===== config.mk =====
export PLATFORM = sky130hd
export DESIGN_NAME = bp_core_cache_req_arbiter
export DESIGN_NICKNAME = d
export VERILOG_FILES = /design/src/rtl/bp_core_cache_req_arbiter.sv
export SDC_FILE = /design/constraint.sdc
export NUM_CORES = 1
export LEC_CHECK = 0
export ABC_AREA = 1
export CAP_MARGIN = 20
export CELL_PAD_IN_SITES_DETAIL_PLACEMENT = 1
export CELL_PAD_IN_SITES_GLOBAL_PLACEMENT = 1
export CORE_ASPECT_RATIO = 0.6
export CORE_MARGIN = 10
export CORE_UTILIZATION = 10
export CTS_CLUSTER_SIZE = 12
export DETAILED_ROUTE_END_ITERATION = 7
export PLACE_DENSITY = 0.8
export SLEW_MARGIN = 20
export SYNTH_ARGS = -nofsm -noshare
export SYNTH_HDL_FRONTEND = slang
export SYNTH_SLANG_ARGS = --single-unit

===== constraint.sdc =====
create_clock -name clk_i -period 2.4 [get_ports clk_i]
set_input_delay 0.72 -clock clk_i [delete_from_list [all_inputs] [get_ports clk_i]]
set_output_delay 0.72 -clock clk_i [all_outputs]
set_load 0.01 [all_outputs]

===== src/rtl/bp_core_cache_req_arbiter.sv =====
// Two-way (I$ = 0, D$ = 1) arbiter that shares one downstream cache-service request channel.
// Define BP_CACHE_ARB_DCACHE_PRIO_EN for fixed D$ priority; round-robin otherwise.
module bp_core_cache_req_arbiter #(
    parameter int req_width_p      = 128,
    parameter int metadata_width_p = 8,
    parameter int num_req_p        = 2
) (
    input  logic                                  clk_i,
    input  logic                                  reset_i,
    input  logic [num_req_p*req_width_p-1:0]      req_i,
    input  logic [num_req_p-1:0]                  req_v_i,
    output logic [num_req_p-1:0]                  req_ready_o,
    input  logic [num_req_p*metadata_width_p-1:0] req_metadata_i,
    input  logic [num_req_p-1:0]                  req_metadata_v_i,
    output logic [num_req_p-1:0]                  req_complete_o,
    output logic [num_req_p-1:0]                  req_critical_o,
    output logic [req_width_p-1:0]                cache_req_o,
    output logic                                  cache_req_v_o,
    input  logic                                  cache_req_ready_i,
    output logic [metadata_width_p-1:0]           cache_req_metadata_o,
    output logic                                  cache_req_metadata_v_o,
    input  logic                                  cache_req_complete_i,
    input  logic                                  cache_req_critical_i,
    output logic                                  cache_req_owner_o
);

    typedef enum logic [1:0] {
        e_ready     = 2'd0,
        e_wait_meta = 2'd1,
        e_busy      = 2'd2
    } state_e;

    state_e state;
    logic   owner;
    logic   grant;
    logic   sel;

    logic [req_width_p-1:0]      req_arr  [num_req_p];
    logic [metadata_width_p-1:0] meta_arr [num_req_p];

    for (genvar i = 0; i < num_req_p; i++) begin : g_unpack
        assign req_arr[i]  = req_i[i*req_width_p +: req_width_p];
        assign meta_arr[i] = req_metadata_i[i*metadata_width_p +: metadata_width_p];
    end

`ifdef BP_CACHE_ARB_DCACHE_PRIO_EN
    // D$ wins any tie; otherwise the lone valid requester is granted.
    assign grant = req_v_i[1];
`else
    logic rr_ptr;

    always_comb begin
        // NOTE: every always_comb output gets a default first so no path leaves it unassigned (no latch).
        grant = req_v_i[1];
        if (&req_v_i) begin
            grant = rr_ptr;
        end
    end
`endif

    // Request data follows the grant while arbitrating and the owner afterwards.
    assign sel                  = (state == e_ready) ? grant : owner;
    assign cache_req_o          = req_arr[sel];
    assign cache_req_metadata_o = meta_arr[owner];
    assign cache_req_owner_o    = owner;

    always_comb begin
        cache_req_v_o          = 1'b0;
        cache_req_metadata_v_o = 1'b0;
        req_ready_o            = '0;
        req_complete_o         = '0;
        req_critical_o         = '0;
        if (!reset_i) begin
            unique case (state)
                e_ready: begin
                    cache_req_v_o      = |req_v_i;
                    req_ready_o[grant] = cache_req_ready_i & req_v_i[grant];
                end
                e_wait_meta: begin
                    cache_req_metadata_v_o = req_metadata_v_i[owner];
                    req_complete_o[owner]  = cache_req_complete_i;
                    req_critical_o[owner]  = cache_req_critical_i;
                end
                e_busy: begin
                    req_complete_o[owner] = cache_req_complete_i;
                    req_critical_o[owner] = cache_req_critical_i;
                end
                default: ;
            endcase
        end
    end

    // NOTE: sequential state uses non-blocking assignments so every register samples pre-edge values.
    always_ff @(posedge clk_i) begin
        if (reset_i) begin
            state <= e_ready;
            owner <= 1'b0;
`ifndef BP_CACHE_ARB_DCACHE_PRIO_EN
            rr_ptr <= 1'b0;
`endif
        end else begin
            unique case (state)
                e_ready: begin
                    if ((|req_v_i) && cache_req_ready_i) begin
                        owner <= grant;
                        state <= e_wait_meta;
                    end
                end
                e_wait_meta, e_busy: begin
                    if (cache_req_complete_i) begin
                        // Completion ends ownership even if metadata never arrived.
                        state <= e_ready;
`ifndef BP_CACHE_ARB_DCACHE_PRIO_EN
                        rr_ptr <= ~owner;
`endif
                    end else if (state == e_wait_meta && req_metadata_v_i[owner]) begin
                        state <= e_busy;
                    end
                end
                default: state <= e_ready;
            endcase
        end
    end

endmodule


==> impl_metrics.toml <==
[synth]
ys.flop_type = "dfxtp_1"
syn_inst = 493
netlist.area_leader.share_pct = 27.4
syn_avg_cell_area_sq_um = 4.61
ys_warn_count = 0
netlist_area_sq_mm = 0.00227
synth_area_leaders = "nand2_1 (27%), inv_1 (23%), o21ai_0 (15%), o21ai_1 (14%), buf_6 (6.9%)"
ys_seq_elements = 4
synth_area_leader_cell = "nand2_1"
syn_nets = 777
synth_edf_count = 0
async_flop_share_pct = 0
yosysSeqAreaShare_pct = 3.52
ys_types = 18

[sta]
slew_headroom_pct = 80.9
slew_viol_final = 0
grt_setup_unrepaired = "true"
final_hold_viol_count = 0
worstMarginPinSlew_ns = 0.286
fmax_ghz = 0.372
fin_crit_sh_pct = 112
setup_viol = 129
setup_ws_ns = -0.286
fin_skew_ns = 0.00199
finalCriticalPeriod_ns = 2.69
finalSetupTns_ns = -28.08

[placement]
place_area_sq_mm = 0.00700
io_buffers = 425
dpl.hpwl_um = 18600
globalplace.congestion = 0.811

[route]
wirelength_um = 24600
drt-initial-drc-count = 130
postRouteAntennaNets = 0
firstDrtPassIters = 4
vias = 4982
drc = 0
wl_per_cell_um = 19.3
vias_per_cell = 3.91

[power_and_ir_drop]
p_leak_nw = 3.94
p_per_area_mw_per_mm2 = 462
max-vdd-ir-drop_mv = 0.199

[cts]
cts.path.max_buffers = 2
numCtsBuffers = 3
insertion_delay_ns = 0.22
root_buffer = "clkbuf_16"
hold_buffers = 0
clkTransAtPathRegs_ns = 0.03
clock-sinks = 4
htreeDepth = 1
cts_tree = "built"

[critical_path]
startpoint_type = "primary input"
arrival_ns = 1.97
cp-end-kind = "output port"
crit_fanout = 8
critical_path_required_ns = 1.68
crit_type = "primary input to output port"

[floorplanning]
rows = 42
io-pin-count = 426
start_util_pct = 10.2
die_area_sq_mm = 0.0294
chipWidth_um = 215
coreArea_sq_mm = 0.0222
die_height_um = 137

[job]
maxCapViolCount = 0

[layout]
final_design_area_no_fill_sq_mm = 0.00798
syn_to_final_growth_pct = 251
fillers = 2777
nets = 1250
layout-drive-gt1-share_pct = 37.3
final_cell_mix = "clkdlybuf4s50_1 (277), inv_1 (139), buf_2 (118), nand2_1 (81), o21ai_1 (68)"
layout_commonest_cell = "clkdlybuf4s50_1"

[run_status]
status = "finished with violations"
violations = "negative setup slack"

[global_route]
grt_pass1_wl_um = 33800
grt_use_total_pct = 14.8
grt-ovfl-total = 0
grt_pass1_vias = 5411
grt_max_degree = 34
antenna_found_initial = 2

[min_path]
hold_class = "flop to flop"
registers in the layout (all words and copies together), names as in the netlist:
register / flops
state: 2
cache_req_owner_o: 1
rr_ptr: 1
through the flow:
| step | total power, mW | worst slack [ns] | utilization [%] | hold slack (ns) | cells |
|---|---|---|---|---|---|
| after detailed placement | 2.74 | -1.15 | 31.5 | 0.578 | 1230 |
| after CTS | 3.38 | -0.310 | 33.3 | 0.590 | 1267 |
| final | 3.69 | -0.286 | 35.9 | 0.584 | 1274 |
| after global placement | 2.69 | -1.13 | 31.5 | 0.582 | 1230 |
| after global routing | 3.96 | -0.377 | 35.9 | 0.625 | 1274 |
| after floorplan | 1.08 | 0.0732 | - | 0.444 | 493 |
worst paths after layout:
| check | start | endpoint | slack (ns) | depth (start not counted) |
|---|---|---|---|---|
| max | req_v_i[1] | cache_req_o[17] | -0.29 | 10 |
| min | rr_ptr$_SDFFE_PP0P_ | rr_ptr$_SDFFE_PP0P_ | 0.58 | 3 |
| max reg2reg | state[1]$_SDFFE_PP0P_ | state[1]$_SDFFE_PP0P_ | 0.84 | 7 |
| min reg2reg | rr_ptr$_SDFFE_PP0P_ | rr_ptr$_SDFFE_PP0P_ | 0.58 | 3 |
worst max-delay path: stages:
cell	delay [ns]
buf_6	0.07
a21boi_4	0.18
nand2_2	0.09
o21ai_4	0.13
buf_6	0.17
buf_12	0.14
buf_16	0.16
nand2_2	0.05
o21ai_1	0.08
buf_2	0.16
Yosys cell counts (2+ instances only):
master / instances
o21ai_0: 66
ha_1: 3
nand2_1: 166
a21oi_1: 3
buf_2: 8
inv_1: 139
nor2_1: 8
buf_4: 7
dfxtp_1: 4
nand3_1: 3
o21ai_1: 63
nor4_1: 2
clkbuf_1: 2
nor3_1: 2
buf_6: 14
power breakdown:
group / internal [mW] / switching (mW) / total, mW
clock: 0.213 / 0.0452 / 0.258
combinational: 1.77 / 1.57 / 3.34
sequential: 0.0800 / 0.00694 / 0.0869
cells by family after synthesis:
kind of cell	count (synthesis)	synth area share [%]
AOI/OAI and AO/OA	135	30.2
adders and majority gates	3	1.65
buffers and inverters	170	34.3
DFF	4	3.52
and+or+nand+nor	181	30.4
area by class of cell:
cell class	instances	area [sq um]	share of cell area (%)
inverter	139	522	6.54
multi-input combinational	319	2070	26.0
timing repair buffer	499	4840	60.6
tap	308	385	4.83
clock buffer	3	75.1	0.940
sequential	4	80.1	1.00
antenna	2	5.00	0.0627
timing repair:
item / CTS / global route
cloned: 17 / 7
buffers inserted: 18 / 3
pin swaps: 7 / 8
endpoints found under the setup margin: 144 / 136
gates resized for setup: 775 / 148
metal layers:
metal  vias to the layer above  global-route usage, %  share of wire, %
li1                       2420                      -                 -
met1                      2321                   16.5                40
met2                       227                   27.3                52
met3                        14                   4.61               7.1
met4                         0                   2.67               1.3
met5                         -                      0                 0
Power figures use the tool's default switching activity.
